[src/rtl/chip_regs_bank.sv]
// Chip configuration register bank on the fx bus: path select, per-channel enables, shadowed thresholds, event status/counters, irq.
// Latency: reads return on fx_q one cycle after fx_rd; writes take effect on the strobe edge; irq lags status by one cycle.
// Backpressure: none, the fx bus is strobe-only, so every access completes in its cycle.
//
// Ports: clk_sys/rst_n clock and async active-low reset; dev_id selects this bank via addr[21:16];
//        fx_wr/fx_waddr/fx_data write strobe; fx_rd/fx_raddr/fx_q read strobe and registered data;
//        cfg_path_sel, cfg_ch_en, cfg_ch_th configuration outputs; evt_in per-channel events; irq level interrupt.
`timescale 1ns/1ps
module chip_regs_bank #(
    parameter int          NCH      = 4,
    parameter int          TH_BYTES = 2,
    parameter logic [31:0] TH_RST   = 32'h0000C000,
    parameter int          CNT_W    = 16
) (
    input  logic                      clk_sys,
    input  logic                      rst_n,
    input  logic [5:0]                dev_id,
    input  logic                      fx_wr,
    input  logic [21:0]               fx_waddr,
    input  logic [7:0]                fx_data,
    input  logic                      fx_rd,
    input  logic [21:0]               fx_raddr,
    output logic [7:0]                fx_q,
    output logic [7:0]                cfg_path_sel,
    output logic [NCH-1:0]            cfg_ch_en,
    output logic [NCH*8*TH_BYTES-1:0] cfg_ch_th,
    input  logic [NCH-1:0]            evt_in,
    output logic                      irq
);
    localparam int            TW      = 8 * TH_BYTES;
    localparam logic [TW-1:0] TH_INIT = TH_RST[TW-1:0];

    logic [7:0]       path_sel_q, path_sel_d;
    logic [NCH-1:0]   ch_en_q, ch_en_d;
    logic [NCH-1:0]   irq_mask_q, irq_mask_d;
    logic [NCH-1:0]   status_q, status_d;
    logic [TW-1:0]    shadow_q [NCH];
    logic [TW-1:0]    shadow_d [NCH];
    logic [TW-1:0]    th_q [NCH];
    logic [TW-1:0]    th_d [NCH];
    logic [CNT_W-1:0] cnt_q [NCH];
    logic [CNT_W-1:0] cnt_d [NCH];
    logic [7:0]       hold_q [NCH];
    logic [7:0]       hold_d [NCH];
    logic [7:0]       rd_q, rd_d;
    logic             irq_q, irq_d;

    // Address decode
    logic        wr_en, rd_en;
    logic [15:0] woff, roff;
    logic [3:0]  wb, rb;
    int          wch, rch, wbi, rbi;
    logic        w_chan, r_chan;   // offset lies in an implemented channel block
    logic [NCH-1:0] w1c, cnt_clr, inc;
    logic [7:0]  rdata;

    assign wr_en  = fx_wr && (fx_waddr[21:16] == dev_id);
    assign rd_en  = fx_rd && (fx_raddr[21:16] == dev_id);
    assign woff   = fx_waddr[15:0];
    assign roff   = fx_raddr[15:0];
    assign wb     = woff[3:0];
    assign rb     = roff[3:0];
    assign wbi    = int'(wb);
    assign rbi    = int'(rb);
    assign wch    = int'(woff[7:4]);
    assign rch    = int'(roff[7:4]);
    assign w_chan = (woff[15:8] == 8'h01) && (wch < NCH);
    assign r_chan = (roff[15:8] == 8'h01) && (rch < NCH);
    assign inc    = evt_in & ch_en_q;

    always_comb begin
        path_sel_d = path_sel_q;
        ch_en_d    = ch_en_q;
        irq_mask_d = irq_mask_q;
        shadow_d   = shadow_q;
        th_d       = th_q;
        w1c        = '0;
        cnt_clr    = '0;
        if (wr_en) begin
            case (woff)
                16'h0020: path_sel_d = fx_data;
                16'h0021: ch_en_d    = fx_data[NCH-1:0];
                16'h0024: irq_mask_d = fx_data[NCH-1:0];
                16'h0025: w1c        = fx_data[NCH-1:0];
                default: begin
                    if (w_chan) begin
                        if (wbi == TH_BYTES - 1) begin
                            // Top byte commits shadowed lower bytes together with the new byte.
                            th_d[wch]                 = shadow_q[wch];
                            th_d[wch][8*wbi +: 8]     = fx_data;
                        end else if (wbi < TH_BYTES - 1) begin
                            shadow_d[wch][8*wbi +: 8] = fx_data;
                        end else if (wb == 4'h8) begin
                            cnt_clr[wch] = 1'b1;
                        end
                    end
                end
            endcase
        end

        // A new event wins over a simultaneous write-1-to-clear.
        status_d = (status_q & ~w1c) | evt_in;

        for (int n = 0; n < NCH; n++) begin
            hold_d[n] = hold_q[n];
            if (rd_en && r_chan && (rch == n) && (rb == 4'h8))
                hold_d[n] = cnt_q[n][CNT_W-1:8];
            if (cnt_clr[n]) begin
                cnt_d[n]  = {{(CNT_W-1){1'b0}}, inc[n]};
                hold_d[n] = '0;
            end else if (inc[n] && (cnt_q[n] != '1)) begin
                cnt_d[n]  = cnt_q[n] + CNT_W'(1);
            end else begin
                cnt_d[n]  = cnt_q[n];
            end
        end
    end

    // Read mux works on pre-edge state, so same-cycle writes/increments are not visible.
    always_comb begin
        rdata = 8'h00;
        case (roff)
            16'h0000: rdata = {2'b00, dev_id};
            16'h0001: rdata = 8'(NCH);
            16'h0020: rdata = path_sel_q;
            16'h0021: rdata = 8'(ch_en_q);
            16'h0024: rdata = 8'(irq_mask_q);
            16'h0025: rdata = 8'(status_q);
            default: begin
                if (r_chan) begin
                    if (rbi < TH_BYTES)   rdata = th_q[rch][8*rbi +: 8];
                    else if (rb == 4'h8)  rdata = cnt_q[rch][7:0];
                    else if (rb == 4'h9)  rdata = hold_q[rch];
                end
            end
        endcase
    end

    assign rd_d  = rd_en ? rdata : 8'h00;
    assign irq_d = |(status_q & irq_mask_q);

    always_ff @(posedge clk_sys or negedge rst_n) begin
        if (!rst_n) begin
            path_sel_q <= '0;
            ch_en_q    <= '0;
            irq_mask_q <= '0;
            status_q   <= '0;
            rd_q       <= '0;
            irq_q      <= 1'b0;
            for (int n = 0; n < NCH; n++) begin
                shadow_q[n] <= TH_INIT;
                th_q[n]     <= TH_INIT;
                cnt_q[n]    <= '0;
                hold_q[n]   <= '0;
            end
        end else begin
            path_sel_q <= path_sel_d;
            ch_en_q    <= ch_en_d;
            irq_mask_q <= irq_mask_d;
            status_q   <= status_d;
            rd_q       <= rd_d;
            irq_q      <= irq_d;
            for (int n = 0; n < NCH; n++) begin
                shadow_q[n] <= shadow_d[n];
                th_q[n]     <= th_d[n];
                cnt_q[n]    <= cnt_d[n];
                hold_q[n]   <= hold_d[n];
            end
        end
    end

    for (genvar g = 0; g < NCH; g++) begin : g_th
        assign cfg_ch_th[g*TW +: TW] = th_q[g];
    end

    assign fx_q         = rd_q;
    assign irq          = irq_q;
    assign cfg_path_sel = path_sel_q;
    assign cfg_ch_en    = ch_en_q;

endmodule

[config.mk]
export PLATFORM = sky130hd
export DESIGN_NAME = chip_regs_bank
export DESIGN_NICKNAME = d
export VERILOG_FILES = /design/src/rtl/chip_regs_bank.sv
export SDC_FILE = /design/constraint.sdc
export NUM_CORES = 1
export LEC_CHECK = 0
export CORE_ASPECT_RATIO = 1.5
export CORE_MARGIN = 5
export CORE_UTILIZATION = 57
export DETAILED_ROUTE_END_ITERATION = 10
export HOLD_SLACK_MARGIN = 0.08
export MAX_ROUTING_LAYER = met4
export PLACE_DENSITY = 0.89
export REMOVE_ABC_BUFFERS = 1
export SYNTH_ARGS = -nofsm -noshare
export SYNTH_HDL_FRONTEND = slang
export SYNTH_SLANG_ARGS = --single-unit
[constraint.sdc]
create_clock -name clk_sys -period 2.7 [get_ports clk_sys]
set_input_delay 0.54 -clock clk_sys [delete_from_list [all_inputs] [get_ports clk_sys]]
set_output_delay 0.54 -clock clk_sys [all_outputs]
set_load 0.01 [all_outputs]
# After elaboration in Yosys (flattened, before gate mapping)
# Cells that the tools add are included.
totals:
  reg_bits: 253
  latch_bits: 0
  ram_bits: 0
  romBits: 0
  input_bits: 66
  out_inout_bits: 85
  wordCells: 159
  n_memories: 0
op_classes:
  addsub: 5
  multipliers: 0
  n_div: 0
  order_cmp: 9
  eq_ne: 24
  n_shift: 3
  mux: 51
  bitwise_logic: 9
  reduce_logical: 36
op_table:
  columns: ["op", "count"]
  rows:
  - ["$mux 16", 14]
  - ["$bwmux 64", 3]
  - ["$mux 8", 17]
  - ["$eq 16x6->1 const B", 8]
  - ["$bmux 16 s2", 3]
  - ["$add 16x1->16 const B", 4]
  - ["$demux 16 s2", 2]
  - ["$ge 32x3->1 const B", 2]
  - ["$ne 16x16->1 const B", 4]
  - ["$not 4->32", 2]
  - ["$pmux 8 s6", 1]
  - ["$neg 7->33", 1]
  - ["$shift 8x33->16 const A", 1]
  - ["$shiftx 8x33->16", 1]
  - ["$logic_not 32->1", 1]
  - ["$lt 32x1->1 const B", 1]
  - ["$mux 4", 8]
  - ["$logic_and 1x1->1", 19]
  - ["$bmux 8 s2", 1]
  - ["$eq 16x1->1 const B", 1]
  - ["$eq 8x1->1 const B", 2]
  - ["$logic_not 16->1", 1]
  - ["$reduce_bool 2->1", 8]
  - ["$shiftx 16x8->8", 1]
  - ["other kinds (18)", 31]

# Depth between registers and ports, before layout
logic_depth:
  ltp_word: 11
  ltp_mapped: 9
  mapped_depth_nobuf: 7

# Worst setup path after synthesis
# OpenSTA, ideal clock, no wires.
synth_path:
  kind: "input-to-reg"
  startpoint: "in fx_waddr[1]"
  endpoint: "reg th_q, in the netlist cfg_ch_th[11]"
  arrival_time_ps: 2217
  t_required_ps: 2565
  path_slack_ps: 347
  cell_stages: 7
  n_path_buf: 0
  cell_sequence: "inv_1 ha_1 nand2_1 nor4_1 nor2b_1 a21oi_1 o21ai_0"
synth_via:
  elab_chain_len: 5
  word_cells_on_any_way: 14
  cone_classes: "add/sub (1); eq/ne (5); shift (2); mux (3); bitwise (1); reduce/logical (2)"
synth_rtl:
  columns: ["element", "line", "text"]
  rows:
  - ["from (decl)", "19", "input logic [21:0] fx_waddr,"]
  - ["$neg 7->33", "90", "th_d[wch][8*wbi +: 8] = fx_data;"]
  - ["$shift 8x33->16", "90", null]
  - ["$mux 16 (implied by the code)", "90", null]
  - ["$demux 16 s2", "90", null]
  - ["$bwmux 64", "90", null]
  - ["to (signal, indexed assignment)", "165", "th_q[n] <= th_d[n];"]
  - ["to (decl)", "39", "logic [TW-1:0] th_q [NCH];"]
# Parallel ways exist; a longest one is shown, timed or not.
# A chain may end at the register's enable or synchronous reset.

# Worst setup path in the final report
layout_path:
  startpoint: "in fx_waddr[1]"
  endpoint: "reg shadow_q[0] (netlist name)"
layout_via:
  elab_chain_len: 5
  word_cells_on_any_way: 16
  cone_classes: "add/sub (1); order compare (1); eq/ne (5); shift (2); mux (3); bitwise (2); reduce/logical (2)"
layout_rtl:
  columns: ["element", "line", "text"]
  rows:
  - ["$neg 7->33", "92", "shadow_d[wch][8*wbi +: 8] = fx_data;"]
  - ["$shift 8x33->16", "92", null]
  - ["$mux 16 (implied by the code)", "92", null]
  - ["$demux 16 s2", "92", null]
  - ["$bwmux 64", "92", null]
  - ["to (signal, indexed assignment)", "164", "shadow_q[n] <= shadow_d[n];"]
  - ["to (decl)", "37", "logic [TW-1:0] shadow_q [NCH];"]
# Parallel ways exist; a longest one is shown, timed or not.

==> impl_metrics.toml <==
[status]
outcome = "completed"

[die]
core.rowCount = 69
die_w_um = 136
start_util_pct = 57.4
core-area_mm2 = 0.0235
pin_count = 151
dieArea_mm2 = 0.0269
die_h_um = 198

[route]
vias = 12500
drt_iter0_drc = 1397
dr.pass1.iters = 6
routedWlPerCell_um = 24.5
routed_wl_um = 45900
ant_nets = 0
vias_per_cell = 6.66
drc_errors = 0

[logic_synthesis]
synth.most_common_cell = "dfrtp_1"
yosysTopAreaCell = "dfrtp_1"
synthDistinctLibCells = 73
avgSynthCellArea_um2 = 10.2
synth_area_mm2 = 0.0135
synth_edf_count = 0
synthFlopType = "dfrtp_1"
synth_seq_cells = 253
synth_cells = 1316
async_flop_share_pct = 100
synth_seq_area_share_pct = 47.1
synth_top_area_share_pct = 44.0
yosysWarnings = 0
synth.area.top_cells = "dfrtp_1 44%, mux4_2 8.2%, o21ai_0 5.8%, nand2_1 4.6%, a21oi_1 3.2%"
synth_common_cells = "237 x dfrtp_1, 165 x nand2_1, 157 x o21ai_0"

[run]
maxCapViolCount = 0

[sta]
rsz0062_at_grt = "false"
worst_pin_slew_ns = 0.823
period_minus_slack_ns = 2.66
worst_hold_slack_ns = 0.475
setup_viol_count_final = 0
max_clock_freq_mhz = 376
skew_ns = 0.0264
max_slew_margin_pct = 45.0
hold_viol_final = 0
setup_ws_ns = 0.0434
finalMaxSlewViolations = 0
period_share_pct = 98.4

[critical_path]
cp.arrival_ns = 3.05
worstSetupStartpointType = "input pin"
critPathKind = "input pin to flip-flop"
cp.required_ns = 3.09
cp-end-kind = "flip-flop"
path_max_fanout = 16

[power_and_ir_drop]
ir_drop_mv = 0.553
power_mw = 8.23
power.leakage_nw = 7.34
powerDensity_mw_per_mm2 = 482

[global_routing]
overflow = 0
grt_pass1_wl_um = 71500
grt_pass1_vias = 12900
grtUsageTotal_pct = 35.5
grt_max_degree = 72
grt_antenna_before_repair = 1

[placed_design]
dpl_worst_slack_ns = -0.410
routabilityCongestion = 1.00
dp_hpwl_um = 32700
port_buffers = 150

[cells_and_area]
syn_to_final_growth_pct = 26.8
drive_gt1_share_pct = 18.6
final_nets = 1611

[clock_network]
cts_made_buffers = 25
clk_pin_slew_ns = 0.06
cts_tree = "done"
cts_max_path_buffers = 3
cts.sinks = 253
htree_levels = 1
clock_latency_ns = 0.55
post_cts.repair.setup_buffers = 0
cts-root-buf = "clkbuf_16"

[worst_hold_path]
hp-class = "flip-flop to flip-flop"
## per-stage QoR
step | area, µm² | cells | util, % | setup TNS [ns]
after detailed placement | 16200 | 1828 | 68.8 | -41.28
final | 17100 | 1875 | 72.8 | 0
after floorplan | 13100 | 1239 | - | -60.78
after CTS | 17100 | 1874 | 72.7 | 0
after global routing | 17100 | 1875 | 72.8 | 0
after global placement | 16200 | 1828 | 68.8 | -34.08
## layout by cell type, fill, tap and decap left out, types with 25 or more instances in the layout
cell             Yosys  routed
clkdlybuf4s50_1      0     147
buf_4                1     103
nand2_1            165     163
nor2_1              99      99
xnor2_1             32      32
nand4_1             30      30
o21ai_0            157     154
mux4_2              49      49
dfrtp_1            237     237
nand3_1             35      35
a21oi_1             85      85
xor2_1              25      25
mux2i_1             28      28
clkbuf_16            0      25
## path summary, 6_finish.rpt
check | startpoint | endpoint | slack [ns] | cells past startpoint
setup / recovery | fx_waddr[1] | shadow_q[0] | 0.04 | 9
hold / removal | shadow_q[62] | shadow_q[62] | 0.48 | 2
setup reg to reg | cnt_q[56] | cnt_q[57] | 0.54 | 5
hold reg to reg | shadow_q[62] | shadow_q[62] | 0.48 | 2
max in group asynchronous | rst_n | cfg_ch_th[15] | 1.35 | 3
min in group asynchronous | rst_n | shadow_q[50] | 0.56 | 2
## critical path: stages
cell	delay [ns]
clkdlybuf4s50_1	0.45
inv_1	0.10
ha_1	0.29
or3b_2	0.48
and4b_1	0.30
buf_4	0.21
nand2_1	0.24
o21ai_1	0.29
o21ai_0	0.15
## power by group
part	switching (mW)	total, mW	internal (mW)	leakage (nW)
Clock	1.53	3.86	2.33	0.446
Combinational	0.344	0.585	0.242	3.45
Sequential	0.0000190	3.79	3.79	3.45
## logic make-up (layout without fill, tap and decap cells)
| kind of cell | count (synthesis) | after routing | share of synthesized area (%) |
|---|---|---|---|
| AOI/OAI and AO/OA | 327 | 327 | 13.8 |
| buffers and inverters | 87 | 326 | 2.81 |
| adders and majority gates | 8 | 8 | 0.743 |
| DFF | 253 | 253 | 47.1 |
| and+or+nand+nor | 487 | 487 | 19.5 |
| other | 0 | 1 | 0 |
| muxes | 96 | 96 | 12.1 |
| xor gates and xnor gates | 58 | 58 | 3.91 |
## timing repair
| action | 4_1_cts | 5_1_grt |
|---|---|---|
| resized for setup | 0 | 6 |
| hold endpoints to repair | 60 | 0 |
| hold buffers | 1 | 0 |
| endpoints found under the setup margin | 0 | 38 |
## state kept, by name, summed over array words and instances (netlist names)
name / flops
irq: 1
irq_mask_q: 4
cnt_q: 64
status_q: 4
hold_q: 32
cfg_ch_th: 64
cfg_path_sel: 8
fx_q: 8
cfg_ch_en: 4
shadow_q: 64
## final cells by class
class / instances / area (µm²)
Multi-Input combinational cell: 976 / 6770
Fill cell: 1544 / 6400
Sequential cell: 253 / 6350
Timing Repair Buffer: 271 / 2620
Clock buffer: 35 / 713
Tap cell: 319 / 399
Clock inverter: 10 / 190
Inverter: 10 / 37.5
Antenna cell: 1 / 2.50
## layer usage
| layer | wire, µm | share of wire, % | vias to the layer above | GRT usage [%] |
|---|---|---|---|---|
| li1 | - | - | 5266 | - |
| met1 | 14400 | 31 | 5959 | 38.8 |
| met2 | 22200 | 48 | 959 | 56.9 |
| met3 | 4910 | 11 | 299 | 7.96 |
| met4 | 4360 | 9.5 | 0 | 25.4 |
| met5 | 0 | 0 | - | - |
(Power assumes the default switching activity.)
